<file path="src/rtl/prog_mem_load_ctrl_if.sv">
// Bundle of loader, CPU fetch and ProgramMemory signals around prog_mem_load_ctrl.
interface prog_mem_load_ctrl_if #(
   parameter int ADDR_W = 5
);
   logic              ld_start;
   logic              ld_valid;
   logic [31:0]       ld_data;
   logic              ld_last;
   logic              ld_ready;
   logic              clr_req;
   logic [31:0]       cpu_pc;
   logic [31:0]       cpu_instr;
   logic              cpu_stall;
   logic [31:0]       mem_addr;
   logic              mem_write;
   logic              mem_read;
   logic [31:0]       mem_wdata;
   logic [31:0]       mem_rdata;
   logic              load_done;
   logic [ADDR_W:0]   load_count;
   logic              err_ovf;

   modport slave (
      input  ld_start, ld_valid, ld_data, ld_last, clr_req, cpu_pc, mem_rdata,
      output ld_ready, cpu_instr, cpu_stall, mem_addr, mem_write, mem_read,
             mem_wdata, load_done, load_count, err_ovf
   );

   modport master (
      output ld_start, ld_valid, ld_data, ld_last, clr_req, cpu_pc, mem_rdata,
      input  ld_ready, cpu_instr, cpu_stall, mem_addr, mem_write, mem_read,
             mem_wdata, load_done, load_count, err_ovf
   );
endinterface

</file>
<file path="src/rtl/prog_mem_load_ctrl.sv">
// Program memory sequencer: NOP clear, word-by-word load, then CPU fetch release.
//
//   state   | meaning
//   S_CLEAR | writing NOP_WORD to addresses 0..DEPTH-1, CPU stalled
//   S_IDLE  | memory quiet, CPU stalled, waiting for clear or load request
//   S_LOAD  | accepting loader words, one write per accepted beat
//   S_RUN   | CPU fetches through combinational read path
module prog_mem_load_ctrl #(
   parameter int          DEPTH    = 32,
   parameter int          ADDR_W   = 5,
   parameter logic [31:0] NOP_WORD = 32'hF800_0000
) (
   input logic                 clk,
   input logic                 rst_n,
   prog_mem_load_ctrl_if.slave bus
);

   typedef enum logic [1:0] {S_CLEAR, S_IDLE, S_LOAD, S_RUN} state_t;

   localparam logic [ADDR_W-1:0] LAST_IDX = ADDR_W'(DEPTH - 1);

   state_t            state, state_nxt;
   logic [ADDR_W-1:0] clr_ptr;
   logic [ADDR_W-1:0] wr_ptr;
   logic [ADDR_W-1:0] mem_addr_q;
   logic              mem_write_q;
   logic [31:0]       mem_wdata_q;
   logic              load_done_q;
   logic [ADDR_W:0]   load_count_q;
   logic              err_ovf_q;

   logic              accept;
   logic              sess_end;
   logic              fetch;
   logic              pc_ok;

   assign accept   = (state == S_LOAD) && bus.ld_valid;
   assign sess_end = accept && (bus.ld_last || (wr_ptr == LAST_IDX));

   always_ff @(posedge clk or negedge rst_n) begin
      if (!rst_n) state <= S_CLEAR;
      else        state <= state_nxt;
   end

   always_comb begin
      state_nxt = state;
      case (state)
         S_CLEAR: if (clr_ptr == LAST_IDX) state_nxt = S_IDLE;
         S_IDLE,
         S_RUN: begin
            if (bus.clr_req)       state_nxt = S_CLEAR;
            else if (bus.ld_start) state_nxt = S_LOAD;
         end
         S_LOAD:  if (sess_end) state_nxt = S_RUN;
         default: state_nxt = S_CLEAR;
      endcase
   end

   always_ff @(posedge clk or negedge rst_n) begin
      if (!rst_n) begin
         clr_ptr      <= '0;
         wr_ptr       <= '0;
         mem_addr_q   <= '0;
         mem_write_q  <= 1'b0;
         mem_wdata_q  <= NOP_WORD;
         load_done_q  <= 1'b0;
         load_count_q <= '0;
         err_ovf_q    <= 1'b0;
      end else begin
         mem_write_q <= 1'b0;
         load_done_q <= 1'b0;
         case (state)
            S_CLEAR: begin
               mem_write_q <= 1'b1;
               mem_addr_q  <= clr_ptr;
               mem_wdata_q <= NOP_WORD;
               clr_ptr     <= clr_ptr + 1'b1;
            end
            S_IDLE,
            S_RUN: begin
               if (bus.clr_req) begin
                  clr_ptr <= '0;
               end else if (bus.ld_start) begin
                  wr_ptr       <= '0;
                  load_count_q <= '0;
                  err_ovf_q    <= 1'b0;
               end
            end
            S_LOAD: begin
               if (accept) begin
                  mem_write_q  <= 1'b1;
                  mem_addr_q   <= wr_ptr;
                  mem_wdata_q  <= bus.ld_data;
                  wr_ptr       <= wr_ptr + 1'b1;
                  load_count_q <= load_count_q + 1'b1;
                  if (sess_end) begin
                     load_done_q <= 1'b1;
                     err_ovf_q   <= ~bus.ld_last;
                  end
               end
            end
            default: ;
         endcase
      end
   end

   // The final load write lands in the first RUN cycle; it owns the address bus
   // and the CPU is held for that one cycle.
   assign fetch = (state == S_RUN) && !mem_write_q;
   assign pc_ok = (bus.cpu_pc[31:ADDR_W+2] == '0) && (bus.cpu_pc[1:0] == 2'b00);

   always_comb begin
      bus.ld_ready  = (state == S_LOAD);
      bus.mem_read  = fetch;
      bus.mem_addr  = fetch ? {{(32-ADDR_W){1'b0}}, bus.cpu_pc[ADDR_W+1:2]}
                            : {{(32-ADDR_W){1'b0}}, mem_addr_q};
      bus.cpu_stall = !fetch || bus.clr_req || bus.ld_start;
      bus.cpu_instr = (fetch && pc_ok) ? bus.mem_rdata : NOP_WORD;
   end

   assign bus.mem_write  = mem_write_q;
   assign bus.mem_wdata  = mem_wdata_q;
   assign bus.load_done  = load_done_q;
   assign bus.load_count = load_count_q;
   assign bus.err_ovf    = err_ovf_q;

endmodule

</file>
<file path="src/flat_wrapper.sv">
// flat-port wrapper written by rule: the top's interface ports become plain ports
module prog_mem_load_ctrl_flat 
#(
   parameter int          DEPTH    = 32,
   parameter int          ADDR_W   = 5,
   parameter logic [31:0] NOP_WORD = 32'hF800_0000
)
  (clk, rst_n, bus_ld_start, bus_ld_valid, bus_ld_data, bus_ld_last, bus_clr_req, bus_cpu_pc, bus_mem_rdata, bus_ld_ready, bus_cpu_instr, bus_cpu_stall, bus_mem_addr, bus_mem_write, bus_mem_read, bus_mem_wdata, bus_load_done, bus_load_count, bus_err_ovf);
  prog_mem_load_ctrl_if #(.ADDR_W(ADDR_W)) bus_i ();
  input logic clk;
  input logic rst_n;
  input wire logic [$bits(bus_i.ld_start)-1:0] bus_ld_start;
  input wire logic [$bits(bus_i.ld_valid)-1:0] bus_ld_valid;
  input wire logic [$bits(bus_i.ld_data)-1:0] bus_ld_data;
  input wire logic [$bits(bus_i.ld_last)-1:0] bus_ld_last;
  input wire logic [$bits(bus_i.clr_req)-1:0] bus_clr_req;
  input wire logic [$bits(bus_i.cpu_pc)-1:0] bus_cpu_pc;
  input wire logic [$bits(bus_i.mem_rdata)-1:0] bus_mem_rdata;
  output wire logic [$bits(bus_i.ld_ready)-1:0] bus_ld_ready;
  output wire logic [$bits(bus_i.cpu_instr)-1:0] bus_cpu_instr;
  output wire logic [$bits(bus_i.cpu_stall)-1:0] bus_cpu_stall;
  output wire logic [$bits(bus_i.mem_addr)-1:0] bus_mem_addr;
  output wire logic [$bits(bus_i.mem_write)-1:0] bus_mem_write;
  output wire logic [$bits(bus_i.mem_read)-1:0] bus_mem_read;
  output wire logic [$bits(bus_i.mem_wdata)-1:0] bus_mem_wdata;
  output wire logic [$bits(bus_i.load_done)-1:0] bus_load_done;
  output wire logic [$bits(bus_i.load_count)-1:0] bus_load_count;
  output wire logic [$bits(bus_i.err_ovf)-1:0] bus_err_ovf;
  assign bus_i.ld_start = bus_ld_start;
  assign bus_i.ld_valid = bus_ld_valid;
  assign bus_i.ld_data = bus_ld_data;
  assign bus_i.ld_last = bus_ld_last;
  assign bus_i.clr_req = bus_clr_req;
  assign bus_i.cpu_pc = bus_cpu_pc;
  assign bus_i.mem_rdata = bus_mem_rdata;
  assign bus_ld_ready = bus_i.ld_ready;
  assign bus_cpu_instr = bus_i.cpu_instr;
  assign bus_cpu_stall = bus_i.cpu_stall;
  assign bus_mem_addr = bus_i.mem_addr;
  assign bus_mem_write = bus_i.mem_write;
  assign bus_mem_read = bus_i.mem_read;
  assign bus_mem_wdata = bus_i.mem_wdata;
  assign bus_load_done = bus_i.load_done;
  assign bus_load_count = bus_i.load_count;
  assign bus_err_ovf = bus_i.err_ovf;
  prog_mem_load_ctrl #(.DEPTH(DEPTH), .ADDR_W(ADDR_W), .NOP_WORD(NOP_WORD)) u_core (.clk(clk), .rst_n(rst_n), .bus(bus_i));
endmodule
</file>
<file path="config.mk">
export PLATFORM = sky130hd
export DESIGN_NAME = prog_mem_load_ctrl_flat
export DESIGN_NICKNAME = d
export VERILOG_FILES = /design/src/rtl/prog_mem_load_ctrl_if.sv /design/src/rtl/prog_mem_load_ctrl.sv /design/src/flat_wrapper.sv
export SDC_FILE = /design/constraint.sdc
export NUM_CORES = 1
export LEC_CHECK = 0
export CORE_ASPECT_RATIO = 2
export CORE_MARGIN = 1.5
export CORE_UTILIZATION = 39
export DETAILED_ROUTE_END_ITERATION = 6
export GPL_TIMING_DRIVEN = 0
export PLACE_DENSITY_LB_ADDON = 0.08
export SYNTH_ARGS = -nofsm -noshare
export SYNTH_HDL_FRONTEND = slang
export SYNTH_SLANG_ARGS = --single-unit
</file>
<file path="constraint.sdc">
create_clock -name clk -period 5.1 [get_ports clk]
set_input_delay 1.53 -clock clk [delete_from_list [all_inputs] [get_ports clk]]
set_output_delay 1.53 -clock clk [all_outputs]
set_load 0.1 [all_outputs]
</file>
==> run metrics <==
status=complete, no violations; proportion of synthesized area in mux cells=less than 1%; Tightest Hold Check Type=reg2reg; Synth area leaders=dfrtp_1 (43%), a22o_1 (8.8%), buf_4 (7.0%), nor3_1 (4.7%), dfstp_2 (4.2%); clock skew=between 7 and 8 ps; P_leak=2.545 nW; hold slack=496.5 ps; main flop type after synthesis=dfrtp_1; CTS Root Cell=clkbuf_16; first-pass GRT wire length=14660 µm; sum of negative setup slack=0 ps; Slew HR=32.93%; Synth top area share=between 40% and 50%; Num CTS Buffers=9; Vias/cell=about 5; Vias=a little over 3000; # IOs=210; post-cts hold buffer count=0; Post-Synthesis Cell Area=approximately 0.0031 mm²; DRC viols=0; Top cell by count, worst path=buf_6; Final Hold Vio Count=0; actual slew at the worst max-slew pin=approximately 1000 ps; CP Data Required Time=approximately 3600 ps; Compound-Gate Fraction of Synth Area=17.16%; core area=0.007657 mm²; TritonRoute pass-1 iters=7; pre-CTS setup slack=-839.5 ps; synth warn=0; post-DR wirelength/cell=15.32 µm; Async SR Flop Fraction=100.0%; Power, Total=3.477 mW; fin crit period=approximately 5000 ps; largest net degree at the start of global routing=41; Crit path largest cell delay=410 ps; register area share after synthesis=47.03%; Final setup violation count=0; number of global-route vias before repair=3078; cell with the most instances after synthesis=dfrtp_1; number of synthesized register bits=58; f_max=199.8 MHz; Max-cap violations=0; Final period util=98.16%; die width=66.04 µm; CTS tree=built; worst-skew pair later-pin latency=320 ps; Post-Synth XOR/XNOR Area=less than 1%; Arrival @ worst endpoint=approximately 3500 ps; DIE HEIGHT=129.1 µm; Post-Route WL=approximately 10000 µm; Synth Area per Inst=9.777 µm²; share of cells above drive strength 1=19.93%; initial drt markers=81; Routed Antenna Nets=0; top cells by count, synth=dfrtp_1 (53), a22o_1 (31), inv_1 (31); Layout Nets=644; Slew Viols, Final=0; die footprint=0.008523 mm²; Area Growth Syn to Fin=73.76%; CP Max Fanout=10; Worst Setup End Kind=output pin; deepest clock path buffer count=2; layout filler cell count=approximately 630; adder-cell area share of the yosys netlist=2.019%; H-tree depth=3; final RePlAce weighted congestion=around 0.76; dpl hpwl=about 7800 µm; startpoint types=input pin; total number of clock tree sinks=58; IO Port Bufs=182; leading area contributor after synthesis=dfrtp_1; VDD IR max=roughly 0.00057 V; initial antenna violation count=0; pwr/cell area=645.6 mW/mm²; RSZ-0062 raised after global routing=false; Mapped Cells=317; Clock transition at path regs=50 ps; PnR worst setup slack=93.85 ps; Initial Util=between 40% and 50%; CP cell instances=clkdlybuf4s50_1 > nor4_2 > nand4_1 > buf_6 > buf_6 > nor3_1 > buf_4; Yosys cell types=41; Slowest-stage cell, CP=clkdlybuf4s50_1; Cell Rows=45; # diodes=0; Post-synth EDFFs=0; Simple-Gate Fraction of Synth Area=17.08%; critical path class=in2out; total track usage=22.39%; post-CTS setup buffers=0; Overflow after GRT=0; largest family of logic cells by synthesized area=compound AO/OA/AOI/OAI gates
## flip-flops by register name, indices dropped and copies added, names as in the netlist, named ones only
name                   count
u_core.clr_ptr             5
u_core.wr_ptr              5
u_core.bus.err_ovf         1
u_core.mem_addr_q          5
u_core.bus.mem_wdata      32
u_core.state               1
u_core.bus.load_count      6
u_core.bus.mem_write       1
u_core.bus.load_done       1
## logic make-up (layout without fill, tap and decap cells)
group / count (synthesis) / count (layout)
compound gates: 73 / 73
xor+xnor: 3 / 3
fa+ha+maj: 5 / 5
buf+inv: 80 / 279
flops: 58 / 58
mux: 3 / 3
other cells: 1 / 27
simple gates: 94 / 94
## cells in the final DEF (no fill, tap or decap), types with 5 or more instances in the layout
| cell | instances |
|---|---|
| ha_1 | 5 |
| clkbuf_1 | 6 |
| conb_1 | 27 |
| a21oi_1 | 11 |
| o22ai_1 | 11 |
| dfrtp_1 | 53 |
| buf_2 | 21 |
| nor3_1 | 28 |
| a22o_1 | 31 |
| o21ai_0 | 8 |
| nor2_1 | 7 |
| buf_6 | 5 |
| dfstp_2 | 5 |
| clkdlybuf4s50_1 | 149 |
| inv_1 | 31 |
| clkbuf_16 | 9 |
| nand2_1 | 23 |
| o22a_1 | 5 |
| buf_4 | 49 |
## worst paths after layout
| path | start | endpoint | slack, ps | cells past startpoint |
|---|---|---|---|---|
| worst max-delay path | bus_cpu_pc[16] | bus_cpu_instr[21] | 90 | 7 |
| worst max register to register | u_core.wr_ptr[0]$_DFFE_PN0P_ | u_core.state[0]$_DFFE_PN0P_ | 3570 | 5 |
| worst min register to register | u_core.bus.load_count[5]$_DFFE_PN0P_ | u_core.bus.load_count[5]$_DFFE_PN0P_ | 500 | 1 |
| min in group asynchronous | rst_n | u_core.bus.mem_wdata[12]$_DFFE_PN0P_ | 1150 | 1 |
| worst min-delay path | u_core.bus.load_count[5]$_DFFE_PN0P_ | u_core.bus.load_count[5]$_DFFE_PN0P_ | 500 | 1 |
| max in group asynchronous | rst_n | u_core.bus.mem_wdata[28]$_DFFE_PN1P_ | 3320 | 2 |
## area by class of cell
type / instances / area, µm² / share of cell area [%]
timing repair buffer: 183 / 1735 / 32.23
clock buffer: 12 / 256.5 / 4.763
buffer: 48 / 337.8 / 6.273
inverter: 32 / 120.1 / 2.230
tap: 94 / 117.6 / 2.184
multi-input combinational: 205 / 1286 / 23.88
sequential: 58 / 1458 / 27.07
clock inverter: 4 / 73.82 / 1.371
## power by group
part           total (mW)  switching (mW)  internal (mW)
Clock               0.657           0.204          0.454
Combinational        2.04            1.50          0.538
Sequential          0.782           0.142          0.640
## stage by stage
stage          cell area [µm²]  std cells  utilization, %
2_1_floorplan             3197        343               -
3_3_place_gp              5136        619           67.08
3_5_place_dp              5151        620           67.27
4_1_cts                   5374        636           70.18
5_1_grt                   5385        636           70.33
6_report                  5385        636           70.33
## critical path, delay by kind of cell
| family | cells | cell delay (ps) |
|---|---|---|
| buffers and inverters | 4 | 1110 |
| and+or+nand+nor | 3 | 820 |
## repair_timing
action / CTS / global route
pin swaps: 0 / 1
setup endpoints to repair: 32 / 2
resized for setup: 208 / 3
## metal layers
layer	track usage, %	up-vias	part of all wire, %
li1	-	1499	-
met1	21.28	1421	32
met2	41.65	166	54
met3	7.031	28	9.9
met4	11.40	0	3.9
met5	0	-	0
(Power assumes the default switching activity.)
